### src/rtl/tt_sweep_pkg.sv
// Shared types and defaults for the f1/f2 truth-table sweep controller.
package tt_sweep_pkg;

  typedef enum logic [1:0] {IDLE, SETTLE, CAPTURE, DONE} sweep_state_t;

  localparam logic [7:0]  TT_DEF_EXP_F1 = 8'hF2;
  localparam logic [7:0]  TT_DEF_EXP_F2 = 8'h3A;
  localparam int unsigned TT_NVEC       = 8;

endpackage

### src/rtl/tt_sweep_ctrl.sv
// Walks {x,y,z} through all 8 vectors, captures f1/f2 into truth tables and
// compares them against the expected tables, reporting the first mismatch.
module tt_sweep_ctrl
  import tt_sweep_pkg::*;
#(
  parameter int unsigned SETTLE_CYCLES = 1,
  parameter logic [7:0]  EXP_F1        = TT_DEF_EXP_F1,
  parameter logic [7:0]  EXP_F2        = TT_DEF_EXP_F2
) (
  input  logic       clk,
  input  logic       rst_n,
  input  logic       start,
  input  logic       abort,
  output logic       x,
  output logic       y,
  output logic       z,
  input  logic       f1_in,
  input  logic       f2_in,
  output logic       busy,
  output logic       done,
  output logic [7:0] tt_f1,
  output logic [7:0] tt_f2,
  output logic       pass,
  output logic       err_valid,
  output logic [2:0] err_idx
);

  localparam int unsigned   CW       = (SETTLE_CYCLES > 1) ? $clog2(SETTLE_CYCLES) : 1;
  localparam logic [CW-1:0] CNT_LAST = CW'(SETTLE_CYCLES - 1);
  localparam logic [2:0]    IDX_LAST = 3'(TT_NVEC - 1);

  if (SETTLE_CYCLES < 1) begin : g_bad_settle
    $error("tt_sweep_ctrl: SETTLE_CYCLES must be >= 1");
  end

  sweep_state_t  state, state_d;
  logic [CW-1:0] cnt;
  logic [2:0]    idx;
  logic          miss;

  always_comb begin
    state_d = state;
    unique case (state)
      IDLE:    if (start && !abort) state_d = SETTLE;
      SETTLE:  if (abort) state_d = IDLE;
               else if (cnt == CNT_LAST) state_d = CAPTURE;
      CAPTURE: if (abort) state_d = IDLE;
               else if (idx == IDX_LAST) state_d = DONE;
               else state_d = SETTLE;
      DONE:    state_d = IDLE;
      default: state_d = IDLE;
    endcase
  end

  always_comb begin
    busy = (state == SETTLE) || (state == CAPTURE);
    done = (state == DONE);
    miss = (f1_in != EXP_F1[idx]) || (f2_in != EXP_F2[idx]);
  end

  // idx doubles as the registered {x,y,z} drive, so it is 0 whenever IDLE.
  assign {x, y, z} = idx;

  always_ff @(posedge clk or negedge rst_n) begin
    if (!rst_n) begin
      state     <= IDLE;
      cnt       <= '0;
      idx       <= '0;
      tt_f1     <= '0;
      tt_f2     <= '0;
      pass      <= 1'b0;
      err_valid <= 1'b0;
      err_idx   <= '0;
    end else begin
      state <= state_d;
      cnt   <= (state == SETTLE && state_d == SETTLE) ? cnt + 1'b1 : '0;
      unique case (state)
        IDLE: begin
          if (start && !abort) begin
            idx       <= '0;
            tt_f1     <= '0;
            tt_f2     <= '0;
            pass      <= 1'b0;
            err_valid <= 1'b0;
            err_idx   <= '0;
          end
        end
        CAPTURE: begin
          if (!abort) begin
            tt_f1[idx] <= f1_in;
            tt_f2[idx] <= f2_in;
            if (miss && !err_valid) begin
              err_valid <= 1'b1;
              err_idx   <= idx;
            end
            // Verdict formed on the last capture so it is already valid while done is high.
            if (idx == IDX_LAST) begin
              pass <= ({f1_in, tt_f1[6:0]} == EXP_F1) && ({f2_in, tt_f2[6:0]} == EXP_F2);
            end else begin
              idx <= idx + 1'b1;
            end
          end
        end
        default: ;
      endcase
      if (state_d == IDLE) idx <= '0;
      if (state == DONE && abort) pass <= 1'b0;
    end
  end

endmodule
### config.mk
export PLATFORM = sky130hd
export DESIGN_NAME = tt_sweep_ctrl
export DESIGN_NICKNAME = d
export VERILOG_FILES = /design/src/rtl/tt_sweep_pkg.sv /design/src/rtl/tt_sweep_ctrl.sv
export SDC_FILE = /design/constraint.sdc
export NUM_CORES = 1
export LEC_CHECK = 0
export ABC_AREA = 1
export CORE_UTILIZATION = 45
export DETAILED_ROUTE_END_ITERATION = 8
export PLACE_DENSITY = 0.81
export SETUP_SLACK_MARGIN = 0.05
export SLEW_MARGIN = 20
export SYNTH_ARGS = -nofsm -noshare
export SYNTH_HDL_FRONTEND = slang
export SYNTH_SLANG_ARGS = --single-unit
export TNS_END_PERCENT = 30
### constraint.sdc
create_clock -name clk -period 1.6 [get_ports clk]
set_input_delay 0.48 -clock clk [delete_from_list [all_inputs] [get_ports clk]]
set_output_delay 0.48 -clock clk [all_outputs]
set_load 0.02 [all_outputs]
[Yosys cells after proc, flatten, opt, wreduce, memory -nomap -nowiden]
Memory sizes are Yosys's and may differ from the RTL's.
Index checks and enable logic that the tools add are counted.
Word-level totals
  bits in registers: 27
  latch bits: 0
  bits in writable memories: 0
  ROM bits: 16
  input bits: 6
  memories: 2
Operators by class
  $add $sub $neg: 2
  multiply operators: 0
  divide/modulo/power cells: 0
  $lt $le $gt $ge: 2
  eq/ne operators: 18
  shift operators: 0
  muxes and demuxes: 34
  bitwise gates (word level): 0
  reductions and logical operators: 19
Memories
  (no name shown): depth 8, bits a word 1, rd ports 1, clocked after memory_dff 0, wr ports 0, line tt_sweep_ctrl.sv:58  | miss = (f1_in != EXP_F1[idx]) || (f2_in != EXP_F2[idx]);
  (no name shown): depth 8, bits a word 1, rd ports 1, clocked after memory_dff 0, wr ports 0, line tt_sweep_ctrl.sv:58
Operators by type and width (count)
  $pmux W8 S2: 2
  $mux W8: 3
  $mux W3: 6
  $bwmux W8: 2
  $pmux W3 S2: 2
  $reduce_and A4 Y1: 3
  $mux W1: 10
  $mux W2: 5
  $ne A3 B2 Y1 const B: 3
  $eq A8 B6 Y1 const B: 1
  $eq A8 B8 Y1 const B: 1
  $pmux W2 S4: 1
  $logic_and A1 B1 Y1: 6
  $ne A3 B3 Y1 const B: 2
  $reduce_bool A3 Y1: 2
  $eq A2 B1 Y1 const B: 2
  $eq A2 B2 Y1 const B: 2
  $logic_not A2 Y1: 2
  $lt A3 B4 Y1 const B: 1
  $ne A2 B2 Y1 const B: 2
  $pmux W1 S2: 2
  $add A3 B1 Y3 const B: 1
  $demux W1 S3: 1
  $eq A3 B3 Y1 const B: 1
  other kinds (9): 12

[Logic depth before layout (Yosys ltp)]
Gate-level depths: netlist (run 1).
  depth after elaboration: 8
  mapped depth: 12
  mapped depth without buffers: 11

[Worst setup path before layout (run 1)]
Ideal clock, no wire load.
  path type: register -> register
  start: register idx[1]
  end: register err_valid
  data arrival time: 1431 ps
  required time: 1483 ps
  setup slack: 52 ps
  stages on the path, launching flop included: 12
  period minus slack after synthesis: 1548 ps
  path through: dfrtp_1 buf_6 inv_2 ha_1 o21ai_0 nand2_1 nand3_2 nand2_1 nand2_1 nand2_1 nand2_1 nand2_1
On the way
  cells in the longest elaborated chain, start to end: 7
  elaborated cells between the ends (all ways): 10
  classes of those cells: eq/ne (3); mux (2); reduce/logical (3); memory (2)
RTL lines
  from (decl): line tt_sweep_ctrl.sv:38  | logic [2:0] idx;
  from (signal assigned): line tt_sweep_ctrl.sv:100  | idx <= idx + 1'b1;
  $mem_v2 Z8 W1
  $mux W1 (implied by the code): line tt_sweep_ctrl.sv:58
  $ne A1 B1 Y1: line tt_sweep_ctrl.sv:58
  $logic_or A1 B1 Y1 (*): line tt_sweep_ctrl.sv:58
  $logic_and A1 B1 Y1 (*): line tt_sweep_ctrl.sv:92  | if (miss && !err_valid) begin
  $ne A2 B1 Y1 (no source line) (*)
  $reduce_and A4 Y1 (no source line) (*)
  to (signal assigned): line tt_sweep_ctrl.sv:72  | err_valid <= 1'b0;
  to (signal assigned): line tt_sweep_ctrl.sv:84  | err_valid <= 1'b0;
  to (signal assigned): line tt_sweep_ctrl.sv:93  | err_valid <= 1'b1;
  to (decl): line tt_sweep_ctrl.sv:24  | output logic err_valid,
Mark *: on every way between the ends. The rest lies on a longest branch, timed or not. The select of a mux whose other input is x is not followed.
A chain may end at the register's enable or synchronous reset.

[Worst setup path in the final report (run 1)]
  start: register state[0]
  end: output busy
On the way
  cells in the longest elaborated chain, start to end: 2
  elaborated cells between the ends (all ways): 3
  classes of those cells: eq/ne (2); reduce/logical (1)
RTL lines
  from (decl): line tt_sweep_ctrl.sv:36  | sweep_state_t state, state_d;
  from (signal assigned): line tt_sweep_ctrl.sv:75  | state <= state_d;
  $eq A2 B1 Y1 / $eq A2 B2 Y1 (equally long branches): line tt_sweep_ctrl.sv:56  | busy = (state == SETTLE) || (state == CAPTURE);
  $logic_or A1 B1 Y1 (*): line tt_sweep_ctrl.sv:56
  to (decl): line tt_sweep_ctrl.sv:19  | output logic busy,
Mark *: on every way between the ends. The rest lies on a longest branch, timed or not.

==> results of run 1 <==
==> power by group through the flow <==
stage               registers, W  clock network, W  logic [W]
finish                  0.000800          0.000311    0.00194
CTS                     0.000791          0.000314    0.00137
global route            0.000809          0.000337    0.00206
global placement        0.000803                 0    0.00128
floorplan               0.000847                 0   0.000816
detailed placement      0.000802                 0    0.00132
==> cell usage in the layout, fill, tap and decap left out, drive strengths merged, types with 6 or more instances in the layout <==
master / n
buf: 30
inv: 34
o22ai: 18
nor3: 6
a21oi: 8
clkbuf: 20
ha: 7
dfrtp: 27
nand2: 43
nand3: 16
nor2: 7
==> layout make-up <==
type | instances | share of cell area [%]
multi-input cells | 114 | 37.7
flip-flops and latches | 27 | 31.8
repair buffers | 56 | 20.4
inverters | 34 | 6.12
well taps | 44 | 2.59
clock buffers | 3 | 1.06
clock inverters | 1 | 0.353
==> sequential cells by signal, summed over array words and instances (netlist names) <==
signal / count
err_idx: 3
cnt: 1
idx: 3
err_valid: 1
tt_f1: 8
pass: 1
tt_f2: 8
state: 2
==> through the flow <==
| step | TNS (ns) | util [%] |
|---|---|---|
| finish | -0.144 | 69.1 |
| global route | -0.481 | 69.1 |
| CTS | -0.187 | 65.9 |
| detailed placement | -5.31 | 63.2 |
| global placement | -4.57 | 63.2 |
| floorplan | 0 | - |
==> logic make-up (layout without fill, tap and decap cells) <==
logic type               Yosys count  after routing
AO/OA/AOI/OAI                     31             31
adder cells (fa/ha/maj)            7              7
flip-flops                        27             27
AND/OR/NAND/NOR                   76             76
buffers and inverters             38             94
==> per-layer routing <==
layer	share of wire, %	vias to the layer above	track usage [%]
met5	0	-	0
met4	2.7	0	10.9
met3	5.7	13	1.97
met2	48	62	34.3
met1	43	705	29.6
li1	-	702	-
==> worst register-to-register path, cell delays in order (launching register included) <==
cell and delay, ns:
dfrtp_1 0.44, inv_2 0.10, buf_4 0.12, ha_4 0.17, nand2_4 0.10, o21ai_4 0.08, nand2_4 0.09, buf_12 0.16
a21oi_4 0.15, o22ai_1 0.11
==> worst paths after layout <==
kind / end / depth (start not counted)
hold reg to reg: err_idx[0]$_DFFE_PN0P_ / 2
setup reg to reg: tt_f2[5]$_DFFE_PN0P_ / 9
max in group asynchronous: state[1]$_DFF_PN0_ / 2
setup / recovery: busy / 3
hold / removal: tt_f2[4]$_DFFE_PN0P_ / 2
min in group clk: err_idx[0]$_DFFE_PN0P_ / 2
==> what timing repair did <==
action / 4_1_cts / 5_1_grt
setup endpoints to repair: 45 / 50
pin swaps: 2 / 13
setup buffers: 3 / 3
gates resized for setup: 60 / 67
==> flow_results.org, run 1 <==
** Placed design
- After detailed placement, the total cell area comes to 1940 µm².
- Pre-CTS setup slack :: -0.268 ns
- Including well taps, the total number of placed cells is roughly 270.
- Number of buffers added on ports :: 31
- Final GP Congestion :: slightly above 0.8
- Detailed placement ended at an HPWL of 2.39 mm.

** Setup path
- The worst register-to-register path begins at state[0]$_DFF_PN0_.
- Broken down by cell family, the worst path's largest delay share belongs to flip-flops.
- For flop-to-flop paths, the worst setup slack is 0 ns.
- Data on the critical path is required at its endpoint by 1.12 ns.
- WP data arrival :: about 1.2 ns
- The slowest stage of the critical path is the dfrtp_1 cell.
- Slowest Stage Delay on Critical Path :: 0.43 ns
- The worst setup path is launched from a register.
- Worst Setup Path Type :: reg -> out
- Highest net fanout along the worst path :: 3
- The critical path starts at state[0]$_DFF_PN0_.
- Kind of capture point of the worst setup path :: output pin
- Count of buffering cells on the critical path with inverters included :: 2
- Worst path cell trace :: inv_2 -> ha_4 -> buf_6

** STA
- The count of final max-slew check failures is 0.
- Time the final worst path needs with I/O delays and setup :: between 1.5 and 2 ns
- Fmax :: slightly below 600 MHz
- Between clock sinks in the finished design, the worst skew comes to around 0.0046 ns.
- Setup repair after global routing could not meet its margin everywhere.
- Min Hold Slack :: roughly 0.48 ns
- The final hold violation count is 0.
- Setup violations remaining at the end of the flow were counted as 3.
- Period utilization :: 105%
- For the pin with the worst max-slew slack, the measured transition is approximately 0.33 ns.
- Minimum setup slack in the final design :: -0.0800 ns
- In this run the tightest slew margin relative to its limit is around four fifths.

** Logic synthesis
- Cell taking the most area after synthesis :: dfrtp_1
- Dominant combinational cell family by area after synthesis :: simple AND/OR/NAND/NOR gates
- Ranking of synthesized cells by area :: dfrtp_1 46%, nand2_1 9.7%, o22ai_1 7.7%
- Synthesized area per cell :: just over 8 µm²
- In this run the cell area of the synthesized design comes to 1470 µm².
- Number of flops mapped to enable cells by yosys :: 0
- The share of the Yosys chip area taken by registers is a little under half.
- Sorting the synthesized cells by how often they occur yields 38 x nand2_1, 29 x inv_1, 27 x dfrtp_1.
- Summed over its instances, the top area cell type makes up 45.9% of the synthesized netlist area.
- After technology mapping, the gate count stands at 179.
- Share of synthesized flip-flops with an asynchronous set or reset :: between 90% and 100%
- Yosys instantiated no cell more often than nand2_1.
- Area fraction in compound gates after synthesis :: ~13%
- Predominant post-synthesis flop cell :: dfrtp_1
- Adder-cell share of the synthesized area :: approximately 6.0%
- Mux share of post-synthesis cell area :: 0%
- When the netlist entered floorplanning its net count stood at 192.
- Summing the areas of all and, or, nand and nor instances in the mapped netlist gives 24.5% of the synthesized area.
- Flip-flop and latch count after synthesis :: 27
- Number of different library cells in the post-synthesis netlist :: 22
- Of the total synthesized cell area, the portion taken by XOR and XNOR cells is 0%.
- Yosys printed 0 warnings.

** Final layout
- In the final layout, the share of cells above drive strength 1 is between 30% and 40%.
- Area delta synth->final :: 44.6%
- Once layout is complete, the cells apart from fillers number roughly 280.
- With fillers left out, the area of the finished cells amounts to 2130 µm².
- Final nets :: about 250
- 0 antenna diodes ended up in the layout.
- The multi-input combinational cells in the finished layout cover a total of between 800 and 900 µm².
- Counting the fill cells in the layout gives between 200 and 250.
- Registers take around 680 µm².

** Power
- For this design the ratio of total power to cell area is around 1400 nW/µm².
- The clock network accounts for 10.2% of the total power.
- The share of total power dissipated in sequential elements is approximately a quarter.
- Worst VDD drop :: approximately 0.0013 V
- In this run, the combinational gates consume 63.6% of the power.
- In this run the static leakage power is around 1.0 nW.
- Internal power comes to between 0.0015 and 0.002 W.
- Net Switching :: 0.00137 W
- Summing internal, switching and leakage power gives roughly 0.003 W.
- Net switching is 44.8% of the power.

** Global routing
- For this run the aggregate overflow at the end of global routing stands at 0.
- Global routing consumed, over all layers together, 21.7% of the routing resources.
- Antenna violations before repair :: 0
- Entering global routing, the biggest net connects 28 pins.
- The via count of the first global-routing pass came to roughly 1,300.
- Wire length of the first global-routing pass :: roughly 5.6 mm

** Drt
- The detailed router finished its first iteration with ~120 violations.
- Mean number of vias per cell :: between 5 and 6
- DR vias :: approximately 1,500
- In the routed design, unresolved DRC markers number 0.
- After detailed routing, the average wire length per cell comes to roughly 15 µm.
- Final antenna-violating net count :: 0
- The first detailed-routing pass took 4 iterations.
- Total wire length :: about 4.1 mm

** Die
- Pin placement for this block handled 32 I/O pins.
- The die covers 3500 µm².
- Effective utilization at floorplan :: a little under half
- From bottom edge to top edge, the die measures approximately 59 µm.
- Number of placement rows :: 20
- Die W :: ~59 µm
- Area of the placeable core :: just over 3000 µm²

** Worst hold path
- In this run the worst hold path is classified as in -> async.

** CTS
- The clock reaches the later pin of the worst-skew pair after between 0.3 and 0.4 ns.
- Clock tree synthesis selected as its root buffer the cell clkbuf_4.
- Clock tree synthesis found a total of 27 sinks.
- Level count of the clock H-tree :: 1
- Clock Path Buffers :: 2
- Clock-pin slew was measured on the worst setup and hold paths at about 0.15 ns.
- TritonCTS buffer count :: 3
- Clock tree from TritonCTS :: done
- CTS hold repair buffers :: 0

** Outcome
- The checks that failed: negative setup slack.
- Outcome :: finished, violations left

** Job
- Number of max-capacitance violations reported :: 0
Note: power is estimated with default switching activity, not from simulation.
==> run 2, diff against run 1 <==
--- a/config.mk
+++ b/config.mk
@@ -6,10 +6,12 @@
 export NUM_CORES = 1
 export LEC_CHECK = 0
 export ABC_AREA = 1
+export CAP_MARGIN = 5
 export CORE_UTILIZATION = 45
 export DETAILED_ROUTE_END_ITERATION = 8
 export PLACE_DENSITY = 0.81
 export SETUP_SLACK_MARGIN = 0.05
+export SKIP_CTS_REPAIR_TIMING = 1
 export SLEW_MARGIN = 20
 export SYNTH_ARGS = -nofsm -noshare
 export SYNTH_HDL_FRONTEND = slang
==> run 2 against run 1 <==
Effect of this change: the run still ends with negative setup slack left; clock-buffer cell count unchanged; cell area down 2.5%; critical path depth unchanged; sequential share of layout area up 0.80 points; die area unchanged; wire length down 18%; final cell count down 2.2%; via count down 5.9%; clock power down 2%; first-iteration DRC count down 43%; clock skew down 0.0021 ns; critical path type unchanged; highest routed layer unchanged.
==> flow_results.org, run 2 (synthesized netlist as in run 1, its figures left out) <==
** Worst hold path
- Class of the most critical hold timing path :: in -> async

** Global routing
- The number of antenna violations at the first check in global routing is 0.
- The first global-routing pass estimated between 5 and 6 mm of wire.
- Largest net degree at the start of global routing :: 28
- Global routing used 20.9% of the available tracks across all layers.
- Vias in the first global route :: roughly 1,200
- Grt ovf :: 0

** Final layout
- Area delta synth->final :: 41.0%
- 0 antenna diodes ended up in the layout.
- In the final layout, the multi-input gates occupy approximately 670 µm².
- Fill cell instance count of the final layout :: between 200 and 300
- In the layout the commonest cells are 38 x nand2_1, 28 x inv_1, 27 x dfrtp_1.
- Final nets :: approximately 240
- Layout cell share with drive strength beyond 1 :: 20.5%
- Number of cells in the finished layout apart from fillers :: 273
- Sequential cell area :: 676 µm²
- The largest registers in the layout are tt_f1: 8 flops, tt_f2: 8 flops.
- Most common library cell in the layout ignoring fill and taps :: nand2_1

** CTS
- In this run, CTS created clock tree buffers numbering 3.
- The clock drives 27 sinks.
- Clock-pin slew was measured on the worst setup and hold paths at around 0.15 ns.
- The clock passes through at most 2 buffers.
- The clock reaches the later pin of the worst-skew pair after 0.33 ns.
- Level count of the clock H-tree :: 1
- In this run the clock root is driven by a clkbuf_4.
- Clock tree from TritonCTS :: done

** Drt
- For this block, the initial DRC count from the detailed router was 67.
- Before antenna repair, the detailed router went through 4 iterations.
- The detail route stage leaves a number of antenna-violating nets equal to 0.
- DR vias :: between 1,000 and 1,500
- After detailed routing, the number of remaining DRC violations is 0.
- In the routed layout, each cell is associated on average with a via count of 5.11.
- In the final routed layout, each cell accounts on average for roughly 12 µm.
- After detailed routing, the total wire length is 3.33 mm.

** Die
- Area of the placeable core :: between 3000 and 4000 µm²
- Measured along the y axis, the die boundary spans between 50 and 60 µm.
- The die covers approximately 3500 µm².
- Once the floorplan was initialized, standard cells occupied ~48% of the core.
- Number of placement rows :: 20
- From left edge to right edge, the die measures approximately 59 µm.
- 32 I/O pins were placed.

** STA
- The count of final max-slew check failures is 0.
- Period utilization :: 107%
- In this run the tightest slew margin relative to its limit is between 70% and 80%.
- Pin slew with the least headroom to its limit :: around 0.33 ns
- On the final layout, the worst clock skew is between 0.002 and 0.0025 ns.
- Fmax :: between 500 and 600 MHz
- Adding up every negative setup slack in the final design gives -0.172 ns.
- The routed design could run at a clock period as short as 1.72 ns.
- Final setup viols :: 2
- RSZ-0062 raised after global routing :: true
- Final hold violation count :: 0
- In the post-route analysis, the smallest setup slack over all paths is -0.119 ns.

** Job
- Number of max-capacitance violations reported :: 0

** Setup path
- Data on the critical path is required at its endpoint by about 1.1 ns.
- On the worst path, the slowest cell contributes a delay of between 0.4 and 0.5 ns.
- In this run the worst path has a maximum fanout of 3.
- Cell depth of the worst flop-to-flop path :: 10
- STA puts the critical path data arrival time at about 1.2 ns.
- Kind of capture point of the worst setup path :: output pin
- By startpoint and endpoint, the worst setup path is classified as reg -> out.
- Walking the worst path, the cells encountered are inv_2 -> ha_2 -> buf_6.
- Setup slack, reg-to-reg :: about 0.020 ns
- Among all stages on the critical path, the largest delay is contributed by dfrtp_1.
- Critical Path Source Type :: register

** Power
- Dividing total power by cell area gives a power density of around 1200 nW/µm².
- Summed over all cells, the static leakage comes to about 1.4 nW.
- Worst VDD drop :: 0.00104 V

** Placed design
- Number of buffers added on ports :: 31
- DP HPWL :: roughly 2.4 mm
- At the end of routability-driven placement, the weighted congestion stood at about 0.83.
- Number of placed cells counting well taps :: roughly 270

** Outcome
- The run finished, with violations left.
- The final reports fail on negative setup slack.
-- run 2: cell types whose count changed in the layout (fill, tap and decap cells not counted), moves of 3 or more --
cell,delta
dlymetal6s2s_1,+22
a21oi_2,-5
buf_6,-3
clkdlybuf4s15_1,-4
a21oi_4,-3
clkbuf_2,-16
o22ai_1,+3
o22ai_2,-3
buf_2,-3
a21oi_1,+8
-- run 2: worst max-delay path, delay by kind of cell (launching register included) --
| family | cells | cell delay (ns) |
|---|---|---|
| adders and majority gates | 1 | 0.27 |
| DFF | 1 | 0.44 |
| buffers and inverters | 2 | 0.20 |
-- run 2: final timing paths --
| check | from | to |
|---|---|---|
| worst max-delay path | state[0]$_DFF_PN0_ | busy |
| worst min-delay path | rst_n | tt_f2[4]$_DFFE_PN0P_ |
| worst max register to register | state[0]$_DFF_PN0_ | idx[1]$_DFFE_PN0P_ |
| worst min register to register | err_idx[0]$_DFFE_PN0P_ | err_idx[0]$_DFFE_PN0P_ |
| max in group asynchronous | rst_n | tt_f2[7]$_DFFE_PN0P_ |
| min in group clk | err_idx[0]$_DFFE_PN0P_ | err_idx[0]$_DFFE_PN0P_ |
-- run 2: layer usage --
metal  share of wire [%]  vias to the layer above  track usage [%]
met3                 5.1                        5             2.18
met4                 1.6                        0             8.16
met1                  46                      650             29.0
met2                  47                       45             33.5
met5                   0                        -                0
li1                    -                      695                -
-- run 2: cell type report --
type	count	share of cell area, %
Multi-Input combinational cell	114	32.3
Clock buffer	3	1.09
Sequential cell	27	32.6
Timing Repair Buffer	50	24.8
Clock inverter	1	0.362
Tap cell	44	2.65
Inverter	34	6.15
-- run 2: through the flow --
stage / cell area [µm²] / utilization [%] / hold WS [ns] / power (W) / setup WS, ns
3_3_place_gp: 1940 / 63.2 / 0.456 / 0.00209 / -0.254
6_report: 2070 / 67.4 / 0.489 / 0.00253 / -0.119
4_1_cts: 1970 / 64.1 / 0.492 / 0.00243 / -0.549
5_1_grt: 2070 / 67.4 / 0.504 / 0.00270 / -0.160
2_1_floorplan: 1470 / - / 0.184 / 0.00166 / 0.0518
3_5_place_dp: 1940 / 63.2 / 0.458 / 0.00212 / -0.268
-- run 2: power by group --
part	total (W)	leakage, nW	internal, W	switching, W
registers	0.000794	0.374	0.000746	0.0000481
clock network	0.000305	0.0139	0.0000959	0.000209
logic	0.00143	0.974	0.000583	0.000847
total	0.00253	1.36	0.00143	0.00110
==> run 3, diff against run 2 <==
--- a/config.mk
+++ b/config.mk
@@ -7,8 +7,10 @@
 export LEC_CHECK = 0
 export ABC_AREA = 1
 export CAP_MARGIN = 5
+export CORE_MARGIN = 2
 export CORE_UTILIZATION = 45
 export DETAILED_ROUTE_END_ITERATION = 8
+export HOLD_SLACK_MARGIN = 0.08
 export PLACE_DENSITY = 0.81
 export SETUP_SLACK_MARGIN = 0.05
 export SKIP_CTS_REPAIR_TIMING = 1
==> run 3 against run 2 <==
Effect of this change: the flow still finishes with violations (negative setup slack); critical path depth stayed put; sequential cell count stayed put; setup slack worse by 0.0045 ns; final cell count is 0.37% higher; first-iteration DRC count is 3.0% lower; non-clock buffer count is 1 higher; via count is 0.29% lower; cell area is 1.5% higher; sequential power is 0.9% higher.
==> flow_results.org, run 3 (synthesized netlist as in run 1, its figures left out) <==
** Outcome
- Outcome :: finished, violations left
- The checks that failed: negative setup slack.

** STA
- The count of final max-slew check failures is 0.
- The routed design could run at a clock period as short as 1.72 ns.
- Period utilization :: 108%
- Clock skew on the completed layout was measured at between 0.01 and 0.015 ns.
- Final hold violation count :: 0
- Derived from the worst setup path, the maximum achievable clock frequency is around 580 MHz.
- At the pin with the least slew margin, the transition time is roughly 0.32 ns.
- RSZ-0062 raised after global routing :: true
- Setup violations remaining at the end of the flow were counted as 2.
- Across all setup checks in the final design, the least slack found is -0.124 ns.
- Final hold analysis gives a worst-case slack of between 0.4 and 0.5 ns.
- Max-slew headroom at the worst pin :: between 70 and 80%

** Setup path
- Highest net fanout along the worst path :: 3
- WP data arrival :: roughly 1.2 ns
- The number of cells on the worst reg-to-reg path is 12.
- Required time at the endpoint of the critical path :: 1.12 ns
- For flop-to-flop paths, the worst setup slack is around 0.010 ns.
- Reg-to-Reg End :: idx[2]$_DFFE_PN0P_
- STA classifies the critical path startpoint as a register.
- The worst setup path is of the reg -> out kind.
- The worst register-to-register path begins at state[0]$_DFF_PN0_.
- Kind of capture point of the worst setup path :: output pin

** CTS
- Counting along the longest clock path gives a buffer depth of 2.
- Total number of clock tree sinks :: 27
- For the worst-skew pair, the clock arrives at the later sink with an insertion delay of between 0.3 and 0.4 ns.
- Buffer cell driving the clock tree root :: clkbuf_4
- In this run the number of H-tree levels came out at 1.
- Clk slew on worst S/H paths :: 0.14 ns
- Clock tree from TritonCTS :: done
- TritonCTS buffer count :: 3

** Drt
- In this run the remaining antenna-violating nets after routing total 0.
- After the first detailed-routing iteration, the DRC count stood at between 60 and 70.
- The final layout contains routed wiring with a total length of 3.48 mm.
- The first detailed-routing pass took 5 iterations.
- Mean number of vias per cell :: slightly above 5
- After detailed routing, the number of remaining DRC violations is 0.
- Routed length per instance :: approximately 13 µm
- The detailed router placed about 1,400 vias in this run.

** Die
- Die W :: about 60 µm
- During I/O placement, the number of pins put on the boundary was 32.
- Measured along the y axis, the die boundary spans just over 60 µm.
- Number of placement rows :: 20
- The die covers around 3700 µm².
- The floorplan step defined a core boundary enclosing between 3000 and 4000 µm².
- Effective utilization at floorplan :: 47.8%

** Worst hold path
- Hold Path Stages :: 2
- The worst hold path begins at err_idx[1]$_DFFE_PN0P_.
- Worst min-delay path endpoint :: err_idx[1]$_DFFE_PN0P_
- Class of the most critical hold timing path :: reg -> reg

** Global routing
- Grt ovf :: 0
- In the global route stage, overall resource usage came out at a little under 20%.
- The first global-routing pass estimated 5.40 mm of wire.
- Entering global routing, the biggest net connects 28 pins.
- Vias in the first global route :: ~1,300
- Antenna violations before repair :: 0

** Final layout
- Area delta synth->final :: 43.1%
- At the end of the flow the core is filled with cells to between 60% and 70%.
- Final nets :: 244
- The library cell used most frequently in the layout, excluding fill and tap cells, is nand2_1.
- 0 antenna diodes ended up in the layout.
- Highest-count cells in the layout ignoring fill and taps :: 37 x nand2_1, 27 x inv_1, 25 x dfrtp_1
- In the final layout, the registers with the most flip-flops are tt_f1: 8 flops, tt_f2: 8 flops.
- Layout cell share with drive strength beyond 1 :: 23.9%

** Placed design
- Buffers placed on the I/O ports in this run total 31.
- DP HPWL :: 2.50 mm
- Final GP Congestion :: 0.824

** Power
- LEAKAGE :: about 1.3 nW
- Power density over the cells :: between 1000 and 1500 nW/µm²
- Worst VDD drop :: around 0.0011 V

** Job
- The tool flagged a number of max-cap violations equal to 0.
-- run 3: where the power goes --
part           leakage (nW)  switching [W]  internal (W)
combinational         0.965       0.000888      0.000600
sequential            0.371      0.0000541      0.000747
clock                0.0139       0.000204     0.0000957
total                  1.35        0.00115       0.00144
-- run 3: worst max path at each step --
stage                       endpoint  cells after the start  slack, ns          startpoint
6_report                        busy                      3      -0.12  state[0]$_DFF_PN0_
5_1_grt                         busy                      3      -0.17  state[0]$_DFF_PN0_
4_1_cts                         busy                      3      -0.54  state[0]$_DFF_PN0_
3_5_place_dp      idx[0]$_DFFE_PN0P_                      8      -0.28               abort
3_3_place_gp      idx[0]$_DFFE_PN0P_                      8      -0.21               abort
2_1_floorplan  err_valid$_DFFE_PN0P_                     11       0.05  idx[1]$_DFFE_PN0P_
-- run 3: stage by stage --
stage | total power (W) | TNS [ns] | cells | setup WS [ns] | cell area [µm²]
6_report | 0.00259 | -0.186 | 274 | -0.124 | 2110
5_1_grt | 0.00277 | -0.466 | 274 | -0.174 | 2110
4_1_cts | 0.00243 | -6.50 | 273 | -0.541 | 1970
3_5_place_dp | 0.00213 | -5.30 | 269 | -0.278 | 1940
3_3_place_gp | 0.00208 | -4.37 | 269 | -0.210 | 1940
2_1_floorplan | 0.00166 | 0 | 179 | 0.0518 | 1470
-- run 3: per-layer routing --
metal | vias up | GRT usage (%) | routed length, µm
met2 | 42 | 31.0 | 1670
met5 | - | 0 | 0
met3 | 6 | 3.36 | 187
li1 | 696 | - | -
met1 | 647 | 25.7 | 1580
met4 | 0 | 7.76 | 42
-- run 3: worst max-delay path: stages (launching register included) --
cell and delay (ns):
dfrtp_1 0.44, inv_2 0.08, ha_4 0.25, buf_2 0.15
-- run 3: cell type report --
cell class,instances,area (µm²)
clock buffer,3,22.5
multi-input combinational,114,703
tap,44,55.1
fill,237,972
inverter,34,130
timing repair buffer,51,509
sequential,27,678
clock inverter,1,7.51
